## config.mk

```make
export PLATFORM = sky130hd
export DESIGN_NAME = dmem_bridge
export DESIGN_NICKNAME = d
export VERILOG_FILES = /design/src/rtl/dmem_bridge_pkg.sv /design/src/rtl/dmem_wbuf.sv /design/src/rtl/dmem_bridge.sv
export SDC_FILE = /design/constraint.sdc
export NUM_CORES = 1
export LEC_CHECK = 0
export BUFFER_PORTS_ARGS = -buffer_cell sky130_fd_sc_hd__clkbuf_2
export CAP_MARGIN = 25
export CORE_MARGIN = 4
export CORE_UTILIZATION = 34
export DETAILED_ROUTE_END_ITERATION = 7
export GPL_ROUTABILITY_DRIVEN = 0
export SYNTH_ARGS = -nofsm -noshare
export SYNTH_HDL_FRONTEND = slang
export SYNTH_HIERARCHICAL = 1
export SYNTH_SLANG_ARGS = --single-unit
```

## constraint.sdc

```tcl
create_clock -name clk -period 3.3 [get_ports clk]
set_input_delay 0 -clock clk [delete_from_list [all_inputs] [get_ports clk]]
set_output_delay 0 -clock clk [all_outputs]
set_load 0.01 [all_outputs]
```

## src/rtl/dmem_bridge_pkg.sv

```systemverilog
// dmem_bridge_pkg: shared definitions for the data-memory bridge.
//   - FSM state codes (legacy localparam encodings) and the state enum built on them
//   - ERR_RDATA_DEFAULT: read data returned when a transaction times out
//   - ADDR_ALIGN_MASK: clears byte-offset bits to form a word-aligned bus address
//   - CNT_W: width of the timeout counters (TIMEOUT up to 255 plus headroom)
package dmem_bridge_pkg;

    localparam logic [1:0] S_IDLE = 2'd0;
    localparam logic [1:0] S_REQ  = 2'd1;
    localparam logic [1:0] S_WAIT = 2'd2;
    localparam logic [1:0] S_DONE = 2'd3;

    typedef enum logic [1:0] {
        ST_IDLE = S_IDLE,
        ST_REQ  = S_REQ,
        ST_WAIT = S_WAIT,
        ST_DONE = S_DONE
    } state_t;

    localparam logic [31:0] ERR_RDATA_DEFAULT = 32'h0000_0000;
    localparam logic [31:0] ADDR_ALIGN_MASK   = 32'hFFFF_FFFC;

    localparam int unsigned CNT_W = 9;

endpackage

```

## src/rtl/dmem_wbuf.sv

```systemverilog
// dmem_wbuf: one-entry posted-write buffer that drains a store to the bus.
// Used by dmem_bridge only when DMEM_BRIDGE_POSTED_WR_EN is defined.
// Ports:
//   clk, rst               clock, synchronous active-high reset
//   load                   capture load_addr/load_wdata (only when not busy)
//   load_addr, load_wdata  store to buffer; address is word-aligned on capture
//   busy                   buffer holds a store; doubles as bus_req for the drain
//   bus_addr, bus_wdata    buffered store, stable while busy
//   bus_gnt                bus accepted the drain this cycle
//   drop                   one-cycle pulse when the drain timed out and the store was discarded
module dmem_wbuf
    import dmem_bridge_pkg::*;
#(
    parameter int unsigned TIMEOUT = 64
) (
    input  logic        clk,
    input  logic        rst,
    input  logic        load,
    input  logic [31:0] load_addr,
    input  logic [31:0] load_wdata,
    output logic        busy,
    output logic [31:0] bus_addr,
    output logic [31:0] bus_wdata,
    input  logic        bus_gnt,
    output logic        drop
);

    localparam logic [CNT_W-1:0] TO_LIMIT = CNT_W'(TIMEOUT);

    logic             busy_q;
    logic [31:0]      addr_q;
    logic [31:0]      wdata_q;
    logic [CNT_W-1:0] cnt_q;
    logic             drop_q;

    always_ff @(posedge clk) begin
        if (rst) begin
            busy_q  <= 1'b0;
            addr_q  <= '0;
            wdata_q <= '0;
            cnt_q   <= '0;
            drop_q  <= 1'b0;
        end else begin
            drop_q <= 1'b0;
            if (load) begin
                busy_q  <= 1'b1;
                addr_q  <= load_addr & ADDR_ALIGN_MASK;
                wdata_q <= load_wdata;
                cnt_q   <= '0;
            end else if (busy_q) begin
                if (bus_gnt) begin
                    busy_q <= 1'b0;
                end else if (cnt_q >= TO_LIMIT) begin
                    busy_q <= 1'b0;
                    drop_q <= 1'b1;
                end else begin
                    cnt_q <= cnt_q + 1'b1;
                end
            end
        end
    end

    assign busy      = busy_q;
    assign bus_addr  = addr_q;
    assign bus_wdata = wdata_q;
    assign drop      = drop_q;

endmodule

```

## src/rtl/dmem_bridge.sv

```systemverilog
// dmem_bridge: converts CPU memory-stage load/store requests into a
// request/grant bus handshake with read-data return and timeout abort.
// Optional feature: define DMEM_BRIDGE_POSTED_WR_EN to post stores through a
// one-entry write buffer (dmem_wbuf); stores then complete the cycle after capture.
// Ports:
//   clk, rst                          clock, synchronous active-high reset
//   cpu_req/cpu_addr/cpu_write/cpu_wdata  CPU request, held until cpu_valid
//   cpu_valid, cpu_rdata, cpu_err     completion pulse, load data, timeout flag
//   bus_req/bus_we/bus_addr/bus_wdata bus request, stable while bus_req=1
//   bus_gnt                           bus accepts the request in the bus_req cycle
//   bus_rvalid, bus_rdata             read data return
module dmem_bridge
    import dmem_bridge_pkg::*;
#(
    parameter int unsigned TIMEOUT   = 64,
    parameter logic [31:0] ERR_RDATA = ERR_RDATA_DEFAULT
) (
    input  logic        clk,
    input  logic        rst,
    input  logic        cpu_req,
    input  logic [31:0] cpu_addr,
    input  logic        cpu_write,
    input  logic [31:0] cpu_wdata,
    output logic        cpu_valid,
    output logic [31:0] cpu_rdata,
    output logic        cpu_err,
    output logic        bus_req,
    output logic        bus_we,
    output logic [31:0] bus_addr,
    output logic [31:0] bus_wdata,
    input  logic        bus_gnt,
    input  logic        bus_rvalid,
    input  logic [31:0] bus_rdata
);

    localparam logic [CNT_W-1:0] TO_LIMIT = CNT_W'(TIMEOUT);

    state_t           state;
    logic [CNT_W-1:0] cnt_q;
    logic [31:0]      addr_q;
    logic             we_q;
    logic [31:0]      wdata_q;
    logic [31:0]      rdata_q;
    logic             err_q;

    logic             idle_ok;    // a new request may be captured this IDLE cycle
    logic             wr_posted;  // the request being captured completes without the bus FSM

`ifdef DMEM_BRIDGE_POSTED_WR_EN
    logic        wb_load;
    logic        wb_busy;
    logic [31:0] wb_addr;
    logic [31:0] wb_wdata;
    logic        wb_drop;

    // Any request waits for the buffer to drain so bus order matches program order.
    assign idle_ok   = !wb_busy;
    assign wr_posted = cpu_write;
    assign wb_load   = (state == ST_IDLE) && cpu_req && cpu_write && !wb_busy;

    dmem_wbuf #(
        .TIMEOUT (TIMEOUT)
    ) u_wbuf (
        .clk        (clk),
        .rst        (rst),
        .load       (wb_load),
        .load_addr  (cpu_addr),
        .load_wdata (cpu_wdata),
        .busy       (wb_busy),
        .bus_addr   (wb_addr),
        .bus_wdata  (wb_wdata),
        .bus_gnt    (bus_gnt),
        .drop       (wb_drop)
    );
`else
    assign idle_ok   = 1'b1;
    assign wr_posted = 1'b0;
`endif

    always_ff @(posedge clk) begin
        if (rst) begin
            state   <= ST_IDLE;
            cnt_q   <= '0;
            addr_q  <= '0;
            we_q    <= 1'b0;
            wdata_q <= '0;
            rdata_q <= '0;
            err_q   <= 1'b0;
        end else begin
            case (state)
                ST_IDLE: begin
                    if (cpu_req && idle_ok) begin
                        addr_q  <= cpu_addr & ADDR_ALIGN_MASK;
                        we_q    <= cpu_write;
                        wdata_q <= cpu_wdata;
                        rdata_q <= '0;
                        err_q   <= 1'b0;
                        cnt_q   <= '0;
                        state   <= (wr_posted && cpu_write) ? ST_DONE : ST_REQ;
                    end
                end
                ST_REQ: begin
                    // A grant in the limit cycle still wins: the bus has taken the request.
                    if (bus_gnt) begin
                        cnt_q <= cnt_q + 1'b1;
                        state <= we_q ? ST_DONE : ST_WAIT;
                    end else if (cnt_q >= TO_LIMIT) begin
                        rdata_q <= ERR_RDATA;
                        err_q   <= 1'b1;
                        state   <= ST_DONE;
                    end else begin
                        cnt_q <= cnt_q + 1'b1;
                    end
                end
                ST_WAIT: begin
                    if (bus_rvalid) begin
                        rdata_q <= bus_rdata;
                        state   <= ST_DONE;
                    end else if (cnt_q >= TO_LIMIT) begin
                        rdata_q <= ERR_RDATA;
                        err_q   <= 1'b1;
                        state   <= ST_DONE;
                    end else begin
                        cnt_q <= cnt_q + 1'b1;
                    end
                end
                ST_DONE: state <= ST_IDLE;
                default: state <= ST_IDLE;
            endcase
        end
    end

    assign cpu_valid = (state == ST_DONE);
    assign cpu_rdata = rdata_q;

`ifdef DMEM_BRIDGE_POSTED_WR_EN
    assign cpu_err   = ((state == ST_DONE) && err_q) || wb_drop;
    assign bus_req   = wb_busy || (state == ST_REQ);
    assign bus_we    = wb_busy ? 1'b1     : we_q;
    assign bus_addr  = wb_busy ? wb_addr  : addr_q;
    assign bus_wdata = wb_busy ? wb_wdata : wdata_q;
`else
    assign cpu_err   = (state == ST_DONE) && err_q;
    assign bus_req   = (state == ST_REQ);
    assign bus_we    = we_q;
    assign bus_addr  = addr_q;
    assign bus_wdata = wdata_q;
`endif

endmodule

```

# --- Word level (Yosys, flattened, before mapping) ---
# Index checks and enable logic that the tools add are counted.
classes:
  add_sub_neg: 1
  magnitude_cmp: 1
  n_eq_ne: 6
  mux: 21
  n_reduce_logical: 7
op_table:
  columns: ["cell", "count"]
  rows:
  - ["$mux W32", 4]
  - ["$pmux W32 S3", 1]
  - ["$mux W9", 4]
  - ["$pmux W9 S3", 1]
  - ["$add A9 B1 Y9 const B", 1]
  - ["$ge A9 B7 Y1 const B", 1]
  - ["$mux W2", 4]
  - ["$pmux W2 S4", 1]
  - ["$ne A2 B2 Y1 const B", 3]
  - ["$reduce_and A3 Y1", 2]
  - ["$mux W1", 5]
  - ["$eq A2 B2 Y1 const B", 2]
  - ["$reduce_and A4 Y1", 1]
  - ["$pmux W1 S3", 1]
  - ["$reduce_bool A3 Y1", 1]
  - ["$eq A2 B1 Y1 const B", 1]
  - ["$logic_not A2 Y1", 1]
  - ["$reduce_and A2 Y1", 1]
  - ["$logic_and A1 B1 Y1", 1]
word_totals:
  ff_bits: 107
  inputBits: 102
  wordCells: 43

# --- Longest topological paths before layout ---
depth:
  word_depth: 4
  mapped_depth: 8
  ltp_nobuf: 6

# --- Worst setup path after synthesis ---
# No wires, ideal clock.
synth_timing:
  path_kind: "flip-flop to flip-flop"
  start: "register state[0]"
  end: "register rdata_q[0] (netlist: cpu_rdata[0])"
  setup_time_ns: 0.060
  arrival_ns: 1.814
  required_ns: 3.240
  setup_slack_ns: 1.427
  stages_incl_launch_ff: 9
  path_cell_list: "dfxtp_1 > inv_1 > ha_1 > and2b_1 > a211oi_1 > and4b_1 > buf_2 > buf_2 > a22o_1"
synth_between:
  elab_chain_len: 3
synth_lines:
  columns: ["item", "line_no", "rtl"]
  rows:
  - ["from (decl)", "dmem_bridge.sv:38", "state_t state;"]
  - ["from (signal assigned)", "dmem_bridge.sv:99", "state <= (wr_posted && cpu_write) ? ST_DONE : ST_REQ;"]
  - ["from (signal assigned)", "dmem_bridge.sv:106", "state <= we_q ? ST_DONE : ST_WAIT;"]
  - ["$eq A2 B1 Y1, or another cell as far along", "dmem_bridge.sv:90", "case (state)"]
  - ["$ne A2 B2 Y1 (no source line) / $reduce_bool A3 Y1 (equally long branches)", null, null]
  - ["$reduce_and A3 Y1 (no source line)", null, null]
  - ["to (signal assigned)", "dmem_bridge.sv:117", "rdata_q <= bus_rdata;"]
  - ["to (decl)", "dmem_bridge.sv:43", "logic [31:0] rdata_q;"]
# Several ways; a longest one is shown, not always the timed one.
# A chain may end at the register's enable or synchronous reset.

# --- Final worst setup path ---
layout_timing:
  start: "register state[1]"
  end: "register rdata_q[11] (netlist: cpu_rdata[11])"
# The elaborated chain is that of the path after synthesis.

==> results_tabular.tex <==
\begin{tabular}{lr}
\hline
Metric & Value \\
\hline
\multicolumn{2}{l}{\textbf{Run status}} \\
Result of the run & finished, final reports clean \\
\multicolumn{2}{l}{\textbf{GRT}} \\
Pin count of the biggest net entering global routing & 75 \\
GRT overflow & 0 \\
Initial antenna violation count & 0 \\
Via count of the first global-routing pass & 4,166 \\
Global-route wire length before repair & 19,900 um \\
Global-route usage over all layers & 18.4\% \\
\multicolumn{2}{l}{\textbf{Worst setup path}} \\
Worst Setup Path Type & register to register \\
Crit-path max FO & 32 \\
Kind of capture point of the worst setup path & register \\
Required @ worst endpoint & 3.58 ns \\
Startpoint kind of the worst setup timing path & register \\
Critical-path cell list & inv\_1, ha\_1, and2b\_1, a211oi\_1, and4b\_1, buf\_4, a22o\_1 \\
Delay of the slowest cell on the worst path & 0.41 ns \\
CP max-delay cell & sky130\_fd\_sc\_hd\_\_dfxtp\_1 \\
Data arrival time at the worst-slack endpoint & 2.51 ns \\
\multicolumn{2}{l}{\textbf{Floorplanning}} \\
\# IOs & 202 \\
Chip height & 115 um \\
Number of rows created at floorplan & 38 \\
Core Box Area & 11,100 um\^{}2 \\
Die width & 115 um \\
DIE AREA & 13,300 um\^{}2 \\
Effective utilization at floorplan & 35.5\% \\
\multicolumn{2}{l}{\textbf{Timing}} \\
Remaining max-slew budget at the tightest pin & 48.2\% \\
Slew Limit Fails & 0 \\
RSZ-0062 raised after global routing & no \\
F\_max & 449 MHz \\
Minimum clock period & 2.23 ns \\
Worst-case clock skew & 0.00544 ns \\
Final-layout setup total negative slack & 0 ns \\
Final clock period utilization by the worst path & 67.6\% \\
Total setup violations reported at the end of the flow & 0 \\
Number of hold violations in the final report & 0 \\
Final critical-path setup slack & 1.07 ns \\
Slew of the pin with the lowest slew margin & 0.777 ns \\
\multicolumn{2}{l}{\textbf{Finish}} \\
Syn-to-layout area delta & 59.2\% \\
Number of fill cells in the layout & 963 \\
Diode count & 0 \\
Sequential Area & 2140 um\^{}2 \\
Area of combinational cells with multiple inputs & 1650 um\^{}2 \\
Nets & 834 \\
Fraction of layout instances using a drive strength above 1 & 30.5\% \\
\multicolumn{2}{l}{\textbf{Drt}} \\
Routed Antenna Nets & 0 \\
Routed len/inst & 14.3 um \\
Number of vias per cell & 4.81 \\
Number of vias after detailed routing & 4,186 \\
DR DRC count & 0 \\
Drt first pass iters & 4 \\
Iteration-0 DRC count of the detailed router & 213 \\
Final WL & 12,400 um \\
\multicolumn{2}{l}{\textbf{Logic synthesis}} \\
Largest cells by area after synthesis & sky130\_fd\_sc\_hd\_\_dfxtp\_1 55\%, sky130\_fd\_sc\_hd\_\_nand2\_1 13\%, sky130\_fd\_sc\_hd\_\_a21oi\_1 9.0\% \\
Avg Inst Size Synth & 8.79 um\^{}2 \\
Dominant cell type by area after synthesis & sky130\_fd\_sc\_hd\_\_dfxtp\_1 \\
Ranking of synthesized cells by instance count & 131 x sky130\_fd\_sc\_hd\_\_nand2\_1, 107 x sky130\_fd\_sc\_hd\_\_dfxtp\_1, 71 x sky130\_fd\_sc\_hd\_\_a21oi\_1 \\
Cell area after synthesis & 3930 um\^{}2 \\
EDFF count, synth & 0 \\
Area fraction of the dominant cell type after synthesis & 54.5\% \\
Count of state elements after synthesis & 107 \\
Primary FF master, synth & sky130\_fd\_sc\_hd\_\_dfxtp\_1 \\
Async set-reset flop share out of synthesis & 0\% \\
Leading cell type by number of instances after synthesis & sky130\_fd\_sc\_hd\_\_nand2\_1 \\
Register area share after synthesis & 54.5\% \\
Cell count after synthesis & 447 \\
Library cells used by synthesis & 42 \\
Yosys warning count & 6 \\
\multicolumn{2}{l}{\textbf{Run}} \\
Maximum Capacitance Violations & 0 \\
\multicolumn{2}{l}{\textbf{CTS}} \\
Root buffer cell & sky130\_fd\_sc\_hd\_\_clkbuf\_16 \\
Post-CTS Setup Inserts & 0 \\
Clock Pin Slew Worst Setup and Hold Paths & 0.06 ns \\
Number of buffers added by the clock tree synthesis step & 9 \\
Maximum clock insertion buffer count & 2 \\
Clock latency on the worst-skew pair & 0.34 ns \\
Clock tree from TritonCTS & done \\
Clock Sinks & 107 \\
H-tree levels & 3 \\
\multicolumn{2}{l}{\textbf{Power and ir drop}} \\
Leakage dissipation & 0.00282 uW \\
VDD IR max & 0.000532 V \\
PD cells & 626 nW/um\^{}2 \\
\multicolumn{2}{l}{\textbf{Place}} \\
Post-place setup slack & 1.11 ns \\
Number of input and output port buffers inserted & 197 \\
Detailed placer's ending HPWL & 7850 um \\
\multicolumn{2}{l}{\textbf{Worst hold path}} \\
Worst hold-check path type & input pin to register \\
\hline
\end{tabular}
-- per-stage QoR --
| step | power [uW] | utilization, % | area, um^2 | std cells | hold WS [ns] |
|---|---|---|---|---|---|
| 2_1_floorplan | 2380 | - | 3930 | 448 | 0.133 |
| 3_3_place_gp | 2780 | 45.2 | 5010 | 758 | 0.219 |
| 3_5_place_dp | 2820 | 45.2 | 5010 | 758 | 0.221 |
| 4_1_cts | 3950 | 56.4 | 6250 | 870 | 0.109 |
| 5_1_grt | 4170 | 56.4 | 6250 | 870 | 0.158 |
| 6_report | 3910 | 56.4 | 6250 | 870 | 0.133 |
-- placed cells by master, fill, tap and decap left out, types with 4 or more instances in the layout --
cell type | Yosys | layout
sky130_fd_sc_hd__clkbuf_2 | 0 | 197
sky130_fd_sc_hd__nand2_1 | 131 | 130
sky130_fd_sc_hd__dfxtp_1 | 107 | 107
sky130_fd_sc_hd__dlygate4sd3_1 | 0 | 96
sky130_fd_sc_hd__a21oi_1 | 71 | 70
sky130_fd_sc_hd__a22o_1 | 32 | 32
sky130_fd_sc_hd__nor3_1 | 10 | 10
sky130_fd_sc_hd__clkbuf_16 | 0 | 9
sky130_fd_sc_hd__ha_1 | 7 | 7
sky130_fd_sc_hd__buf_4 | 2 | 6
sky130_fd_sc_hd__o21ai_0 | 5 | 5
sky130_fd_sc_hd__inv_1 | 4 | 4
sky130_fd_sc_hd__a31oi_1 | 4 | 4
-- power breakdown --
part	internal [uW]	switching (uW)	total [uW]
logic	501	813	1310
clock network	556	467	1020
registers	1470	104	1580
total	2530	1380	3910
-- worst max-delay path: cells and delay by family (launching register included) --
kind | cells | cell delay [ns]
simple gates | 2 | 0.50
flops | 1 | 0.41
fa+ha+maj | 1 | 0.26
compound gates | 2 | 0.57
buf+inv | 2 | 0.43
-- path summary, 6_finish.rpt --
check	start	to	slack (ns)	depth (start not counted)
hold / removal	bus_gnt	state[1]	0.13	4
hold reg to reg	bus_wdata[8]	bus_wdata[8]	0.46	2
setup reg to reg	state[1]	cpu_rdata[11]	1.07	7
setup / recovery	state[1]	cpu_rdata[11]	1.07	7
-- routing by layer --
metal | up-vias | GRT usage, % | part of all wire (%)
li1 | 2090 | - | -
met1 | 1913 | 21.4 | 41
met2 | 169 | 31.4 | 48
met3 | 14 | 7.15 | 9.8
met4 | 0 | 5.79 | 1.4
met5 | - | 0 | 0
-- registers in the layout (all words and copies together), names as in the netlist --
name and flops:
state 2, err_q 1, bus_addr 30, bus_we 1, cpu_rdata 32, cnt_q 9
bus_wdata 32
-- area by class of cell --
cell class                 count  area share, %
inverter                       4          0.240
sequential                   107           34.3
timing repair buffer         299           31.9
tap                          140           2.80
multi-input combinational    304           26.3
clock inverter                 3          0.340
clock buffer                  13           4.16
-- what timing repair did --
| item | in CTS | in global routing |
|---|---|---|
| endpoints found under the hold margin | 96 | 0 |
| resized for setup | 0 | 0 |
| hold buffers | 96 | 0 |
-- logic make-up after synthesis --
logic type	share of synthesized area (%)
AO/OA/AOI/OAI	21.3
adder cells (fa/ha/maj)	2.23
flip-flops	54.5
buffers and inverters	3.85
AND/OR/NAND/NOR	17.9
other	0.0955
No activity file was read; power rests on OpenSTA's default activity.
